--- src/rtl/fpu_pkg.sv ---
// Shared binary32 types, constants and pipeline stage records for the FPU cluster.
// Denormal behaviour of the subtractor is selected by FSUB_DENORM_EN (default: flush-to-zero).
package fpu_pkg;

  typedef struct packed {
    logic        sign;
    logic [7:0]  exp;
    logic [22:0] man;
  } float32_t;

  localparam logic [7:0]  EXP_MAX = 8'hff;
  localparam int unsigned BIAS    = 127;
  localparam logic [31:0] QNAN    = 32'h7fc00000;

  typedef enum logic [2:0] {ZERO, DENORM, NORMAL, INF, NAN} class_e;

  function automatic class_e classify(input float32_t f);
    if (f.exp == EXP_MAX) return (f.man == '0) ? INF : NAN;
    if (f.exp == '0)      return (f.man == '0) ? ZERO : DENORM;
    return NORMAL;
  endfunction

  // sig_a/sig_b: {hidden, man[22:0], guard, round, sticky}
  typedef struct packed {
    logic        special;
    logic [31:0] special_val;
    logic        in_maxexp;
    logic        sign;
    logic        sub;
    logic [7:0]  exp;
    logic [26:0] sig_a;
    logic [26:0] sig_b;
  } s1_t;

  typedef struct packed {
    logic        special;
    logic [31:0] special_val;
    logic        in_maxexp;
    logic        sign;
    logic        sub;
    logic [7:0]  exp;
    logic [27:0] sum;
    logic [4:0]  lzc;
  } s2_t;

  typedef struct packed {
    logic [31:0] y;
    logic        ovf;
  } res_t;

endpackage

--- src/rtl/fsub_lzc.sv ---
// 27-bit leading-zero counter; an all-zero input reports 27.
module fsub_lzc (
  input  logic [26:0] a,
  output logic [4:0]  cnt
);

  // Ascending scan: the highest set bit is the last one to write cnt.
  always_comb begin
    cnt = 5'd27;
    for (int unsigned i = 0; i < 27; i++) begin
      if (a[i]) cnt = 5'(26 - i);
    end
  end

endmodule

--- src/rtl/fsub_pipe.sv ---
// 3-stage valid/ready binary32 subtractor y = x1 - x2 (RNE) with overflow flag.
// FSUB_DENORM_EN defined: gradual underflow; undefined: flush-to-zero.
module fsub_pipe
  import fpu_pkg::*;
#(
  parameter int unsigned OUT_REG = 1
) (
  input  logic        clk,
  input  logic        rstn,
  input  logic        in_valid,
  output logic        in_ready,
  input  logic [31:0] x1,
  input  logic [31:0] x2,
  output logic        out_valid,
  input  logic        out_ready,
  output logic [31:0] y,
  output logic        ovf
);

  localparam logic signed [9:0] E_OVF = 10'(2 * BIAS + 1);

  logic s1_valid_q, s1_valid_d, s2_valid_q, s2_valid_d;
  s1_t  s1_q, s1_d, s1_c;
  s2_t  s2_q, s2_d, s2_c;
  res_t res;
  logic s1_load, s2_load, s2_next_free;

  assign s2_load  = !s2_valid_q || s2_next_free;
  assign s1_load  = !s1_valid_q || s2_load;
  assign in_ready = s1_load;

  // ---------------- S1: unpack, classify, swap, align ----------------
  float32_t   fa, fb;
  class_e     ca, cb;
  logic [7:0] ea, eb, e_big, e_small, diff;
  logic [23:0] ma, mb, m_big, m_small;
  logic [4:0]  dsh;
  logic [26:0] sig_small, lost;
  logic        swap;

  always_comb begin
    fa = x1;
    fb = {~x2[31], x2[30:0]};
    ca = classify(fa);
    cb = classify(fb);
`ifdef FSUB_DENORM_EN
    ea = (fa.exp == '0) ? 8'd1 : fa.exp;
    eb = (fb.exp == '0) ? 8'd1 : fb.exp;
    ma = {fa.exp != '0, fa.man};
    mb = {fb.exp != '0, fb.man};
`else
    ea = fa.exp;
    eb = fb.exp;
    ma = (fa.exp == '0) ? '0 : {1'b1, fa.man};
    mb = (fb.exp == '0) ? '0 : {1'b1, fb.man};
`endif
    swap      = {eb, mb} > {ea, ma};
    e_big     = swap ? eb : ea;
    e_small   = swap ? ea : eb;
    m_big     = swap ? mb : ma;
    m_small   = swap ? ma : mb;
    diff      = e_big - e_small;
    dsh       = (diff > 8'd26) ? 5'd26 : diff[4:0];
    sig_small = {m_small, 3'b000};
    lost      = sig_small & ((27'd1 << dsh) - 27'd1);

    s1_c.sign      = swap ? fb.sign : fa.sign;
    s1_c.sub       = fa.sign ^ fb.sign;
    s1_c.exp       = e_big;
    s1_c.sig_a     = {m_big, 3'b000};
    s1_c.sig_b     = (sig_small >> dsh) | {26'd0, |lost};
    s1_c.in_maxexp = (fa.exp == EXP_MAX) || (fb.exp == EXP_MAX);

    s1_c.special     = 1'b1;
    s1_c.special_val = '0;
    if (ca == NAN)                   s1_c.special_val = x1 | 32'h0040_0000;
    else if (cb == NAN)              s1_c.special_val = x2 | 32'h0040_0000;
    else if (ca == INF && cb == INF) s1_c.special_val = (fa.sign != fb.sign) ? QNAN : fa;
    else if (ca == INF)              s1_c.special_val = fa;
    else if (cb == INF)              s1_c.special_val = fb;
    else                             s1_c.special     = 1'b0;
  end

  always_comb begin
    s1_valid_d = s1_valid_q;
    s1_d       = s1_q;
    if (s1_load) begin
      s1_valid_d = in_valid;
      if (in_valid) s1_d = s1_c;
    end
  end

  // ---------------- S2: significand add/sub, leading zeros ----------------
  logic [27:0] sum_c;
  logic [4:0]  lzc_c;

  assign sum_c = s1_q.sub ? ({1'b0, s1_q.sig_a} - {1'b0, s1_q.sig_b})
                          : ({1'b0, s1_q.sig_a} + {1'b0, s1_q.sig_b});

  fsub_lzc u_lzc (
    .a   (sum_c[26:0]),
    .cnt (lzc_c)
  );

  always_comb begin
    s2_c.special     = s1_q.special;
    s2_c.special_val = s1_q.special_val;
    s2_c.in_maxexp   = s1_q.in_maxexp;
    s2_c.sign        = s1_q.sign;
    s2_c.sub         = s1_q.sub;
    s2_c.exp         = s1_q.exp;
    s2_c.sum         = sum_c;
    s2_c.lzc         = lzc_c;
  end

  always_comb begin
    s2_valid_d = s2_valid_q;
    s2_d       = s2_q;
    if (s2_load) begin
      s2_valid_d = s1_valid_q;
      if (s1_valid_q) s2_d = s2_c;
    end
  end

  always_ff @(posedge clk or negedge rstn) begin
    if (!rstn) begin
      s1_valid_q <= 1'b0;
      s2_valid_q <= 1'b0;
      s1_q       <= '0;
      s2_q       <= '0;
    end else begin
      s1_valid_q <= s1_valid_d;
      s2_valid_q <= s2_valid_d;
      s1_q       <= s1_d;
      s2_q       <= s2_d;
    end
  end

  // ---------------- S3: normalise, round, pack ----------------
  logic [26:0]       norm;
  logic [4:0]        sh;
  logic signed [9:0] e_norm, e_fin;
  logic [24:0]       rnd;
  logic [22:0]       man;
  logic              rup;
`ifdef FSUB_DENORM_EN
  logic [7:0]        lim;
`endif

  always_comb begin
    norm   = '0;
    sh     = '0;
    e_norm = '0;
    e_fin  = '0;
    man    = '0;
    res    = '0;
`ifdef FSUB_DENORM_EN
    lim    = s2_q.exp - 8'd1;
`endif
    if (s2_q.sum[27]) begin
      norm   = {s2_q.sum[27:2], s2_q.sum[1] | s2_q.sum[0]};
      e_norm = $signed({2'b00, s2_q.exp}) + 10'sd1;
    end else begin
`ifdef FSUB_DENORM_EN
      // Stop the shift at exponent 1 so small results stay denormal.
      sh = ({3'b000, s2_q.lzc} > lim) ? lim[4:0] : s2_q.lzc;
`else
      sh = s2_q.lzc;
`endif
      norm   = s2_q.sum[26:0] << sh;
      e_norm = $signed({2'b00, s2_q.exp}) - $signed({5'b00000, sh});
    end

    rup = norm[2] & (norm[1] | norm[0] | norm[3]);
    rnd = {1'b0, norm[26:3]} + 25'(rup);
    if (rnd[24]) begin
      e_fin = e_norm + 10'sd1;
      man   = rnd[23:1];
    end else begin
      e_fin = rnd[23] ? e_norm : 10'sd0;
      man   = rnd[22:0];
    end

    if (s2_q.special)          res.y = s2_q.special_val;
    else if (s2_q.sum == '0)   res.y = {s2_q.sub ? 1'b0 : s2_q.sign, 31'd0};
    else if (e_fin >= E_OVF)   res.y = {s2_q.sign, EXP_MAX, 23'd0};
`ifndef FSUB_DENORM_EN
    else if (e_fin <= 10'sd0)  res.y = {s2_q.sign, 31'd0};
`endif
    else                       res.y = {s2_q.sign, e_fin[7:0], man};
    res.ovf = !s2_q.in_maxexp && (res.y[30:23] == EXP_MAX);
  end

  generate
    if (OUT_REG != 0) begin : g_out_reg
      logic s3_valid_q, s3_valid_d, s3_load;
      res_t s3_q, s3_d;

      assign s3_load      = !s3_valid_q || out_ready;
      assign s2_next_free = s3_load;

      always_comb begin
        s3_valid_d = s3_valid_q;
        s3_d       = s3_q;
        if (s3_load) begin
          s3_valid_d = s2_valid_q;
          if (s2_valid_q) s3_d = res;
        end
      end

      always_ff @(posedge clk or negedge rstn) begin
        if (!rstn) begin
          s3_valid_q <= 1'b0;
          s3_q       <= '0;
        end else begin
          s3_valid_q <= s3_valid_d;
          s3_q       <= s3_d;
        end
      end

      assign out_valid = s3_valid_q;
      assign y         = s3_q.y;
      assign ovf       = s3_q.ovf;
    end else begin : g_out_comb
      assign s2_next_free = out_ready;
      assign out_valid    = s2_valid_q;
      assign y            = res.y;
      assign ovf          = res.ovf;
    end
  endgenerate

endmodule

--- config.mk ---
export PLATFORM = sky130hd
export DESIGN_NAME = fsub_pipe
export DESIGN_NICKNAME = d
export VERILOG_FILES = /design/src/rtl/fpu_pkg.sv /design/src/rtl/fsub_lzc.sv /design/src/rtl/fsub_pipe.sv
export SDC_FILE = /design/constraint.sdc
export NUM_CORES = 1
export LEC_CHECK = 0
export ABC_AREA = 0
export CELL_PAD_IN_SITES_DETAIL_PLACEMENT = 1
export CELL_PAD_IN_SITES_GLOBAL_PLACEMENT = 2
export CORE_MARGIN = 5
export CORE_UTILIZATION = 41
export CTS_BUF_LIST = sky130_fd_sc_hd__clkbuf_2 sky130_fd_sc_hd__clkbuf_4 sky130_fd_sc_hd__clkbuf_8
export CTS_CLUSTER_DIAMETER = 100
export CTS_CLUSTER_SIZE = 24
export DETAILED_ROUTE_END_ITERATION = 12
export PLACE_DENSITY = 0.95
export SKIP_LAST_GASP = 1
export SLEW_MARGIN = 0
export SYNTH_ARGS = -nofsm -noshare
export SYNTH_HDL_FRONTEND = slang
export SYNTH_SLANG_ARGS = --single-unit
--- constraint.sdc ---
create_clock -name clk -period 7.45 [get_ports clk]
set_input_delay 1.1175 -clock clk [delete_from_list [all_inputs] [get_ports clk]]
set_output_delay 1.1175 -clock clk [all_outputs]
set_load 0.02 [all_outputs]
==> qor.yml <==
worst_setup_path:
  path_common_cell: "buf_4"
  cp-end-kind: "register"
  critPathSlowestCell: "nor4_1"
  critPathTopFamily: "compound AO/OA/AOI/OAI gates"
  worstPathMaxFanout: 18
  slowest_delay_ns: 0.57
  required_ns: 7.90
  timing.critical_path.buf_inv: 6
  criticalPathCategory: "input port to register"
  worstPathArrival_ns: 7.56
  cp-start-kind: "input port"
timing:
  fin_worst_skew_ns: 0.0325
  finalCriticalPeriod_ns: 7.11
  finalCritPeriodShare: 0.954
  finalSetupViolations: 0
  clock.fmax_mhz: 141
  rsz0062_at_grt: "no"
  max_slew_margin: 0.193
  slew_violations: 0
  hold_viol_final: 0
  finalSetupTns_ns: 0
  tightestPinTransition_ns: 1.20
synth:
  synthTopCellsByArea: "dfrtp_1, ha_1, nand2_1, o21ai_0, mux2_2"
  synth-seq-cells: 208
  synth.distinct_cells: 97
  synthArstFlopShare: 1.00
  synth_edf_count: 0
  syn_area_um2: 17800
  syn-instance-count: 2168
  syn_nets: 2329
  synth-warning-count: 0
  yosys-top-cells-count: "nand2_1, dfrtp_1, o21ai_0"
  synth_most_common_cell: "nand2_1"
  syn_avg_cell_area_um2: 8.23
  yosysTopAreaCell: "dfrtp_1"
  synth_ff_type: "dfrtp_1"
  synth.top_cell.area_share: 0.292
  ys_seq_area_frac: 0.292
run:
  drv_cap: 0
clock_network:
  post_cts_buffers: 0
  cts_tree: "done"
  hold_buffers: 0
  cts_buffer_depth: 3
  htree_num_levels: 1
  clock_sinks: 208
  cts_buffers: 14
  insertion_delay_ns: 0.55
  post_cts_resized: 0
  cts-root-buf: "clkbuf_8"
  clk_pin_slew_ns: 0.12
status:
  status: "complete, no violations"
power_and_ir_drop:
  powerDensity_nw_per_um2: 312
  vdd_drop_max_uv: 138
  p_leak_uw: 0.00834
cells_and_area:
  synthToLayoutAreaGrowth_pct: 12.0
  final_cells: 2830
  drive_above_1_share: 0.104
  postLayoutCellArea_um2: 20000
  fillers: 5226
  fin_nets: 2402
grt:
  grt.total_usage: 0.268
  use_met1: 0.354
  grt_pass1_vias: 18249
  grtUsageMet2: 0.460
  gr-max-usage-layer: "met2"
  antenna_found_initial: 1
  grt_max_degree: 101
  gr-usage-met3: 0.0215
  grt_pass1_wl_um: 104000
  gr-total-overflow: 0
routing:
  via_per_inst: 6.27
  antenna_left: 0
  drtIter0Drc: 1362
  wirelength_um: 65900
  wire_per_inst_um: 23.3
  drc: 0
  firstDrtPassIters: 5
  vias: 17733
floorplan:
  dieWidth_um: 219
  die_height_um: 219
  ios: 103
  die_area_um2: 47800
  core_um2: 43100
  initial_core_util: 0.414
  rows: 76
placement:
  dp_hpwl_um: 52700
  gp_congestion: 1.07
  portBuffers: 102
  dpl_cell_area_um2: 19700
  place_inst: 2810
hold_path:
  hold_path_class: "register to register"
## cell usage in the layout (no fill, tap or decap), types with 20 or more instances in the layout
cell,instances
inv_1,99
nor4_1,33
nand2b_1,20
nor2_1,167
nand3_1,62
clkdlybuf4s50_1,101
nand2_1,262
and2_1,25
a22oi_1,49
ha_1,90
a21o_1,21
nor2b_1,24
buf_4,77
a21oi_1,160
dfrtp_1,208
xor2_1,22
o21ai_1,20
nor3_1,50
xnor2_1,43
nand4_1,25
mux2_2,73
mux2i_1,45
o21a_1,21
o21ai_0,187
a31oi_1,34
## per-layer routing
metal / part of all wire / vias to the layer above
li1: - / 8101
met4: 0.043 / 0
met5: 0 / -
met3: 0.051 / 157
met1: 0.43 / 8864
met2: 0.48 / 611
## where the power goes
group | switching [µW] | internal (µW)
clock network | 412 | 207
registers | 371 | 1360
logic | 2290 | 1590
## area by class of cell
| cell class | count | area (µm²) | share of cell area |
|---|---|---|---|
| flip-flops and latches | 208 | 5200 | 0.261 |
| diodes | 1 | 2.50 | 0.000125 |
| clock buffers | 15 | 206 | 0.0103 |
| multi-input cells | 1733 | 11700 | 0.587 |
| clock inverters | 4 | 63.8 | 0.00319 |
| inverters | 102 | 385 | 0.0193 |
| repair buffers | 182 | 1660 | 0.0832 |
| well taps | 585 | 732 | 0.0366 |
## sequential cells by signal (all words and copies together), names as in the netlist
signal / count
s1_q: 95
s2_q: 77
y: 32
out_valid: 1
ovf: 1
s1_valid_q: 1
s2_valid_q: 1
## cells by family (layout without fill, tap and decap cells)
| kind of cell | Yosys count | in the layout | share of synthesized area |
|---|---|---|---|
| compound gates | 680 | 680 | 0.243 |
| xor+xnor | 66 | 66 | 0.0328 |
| fa+ha+maj | 93 | 93 | 0.0661 |
| buf+inv | 227 | 303 | 0.0547 |
| flops | 208 | 208 | 0.292 |
| mux | 151 | 151 | 0.116 |
| other cells | 0 | 1 | 0 |
| simple gates | 743 | 743 | 0.196 |
## tightest hold or removal path, stage by stage, from the launching register on
cell and delay (ns):
dfrtp_1 0.36, nand2_1 0.05, o21ai_0 0.06
## worst paths after layout
path / startpoint / endpoint / slack, ns / depth (start not counted)
setup / recovery: x2[27] / s1_q[1] / 0.34 / 29
hold / removal: s1_q[86] / s1_q[86] / 0.49 / 2
setup reg to reg: s2_q[1] / y[3] / 1.31 / 18
hold reg to reg: s1_q[86] / s1_q[86] / 0.49 / 2
max in group asynchronous: rstn / s1_q[53] / 5.50 / 2
min in group asynchronous: rstn / y[26] / 0.58 / 1
## metrics by stage
stage	util	power, µW	setup slack, ns	hold WS, ns
5_1_grt	0.464	6610	0.0485	0.521
2_1_floorplan	-	4310	0.00670	0.446
4_1_cts	0.464	6180	0.477	0.497
3_5_place_dp	0.457	5550	-0.0735	0.472
3_3_place_gp	0.457	5370	0.0772	0.460
6_report	0.464	6220	0.343	0.491
Note: power is estimated with default switching activity, not from simulation.
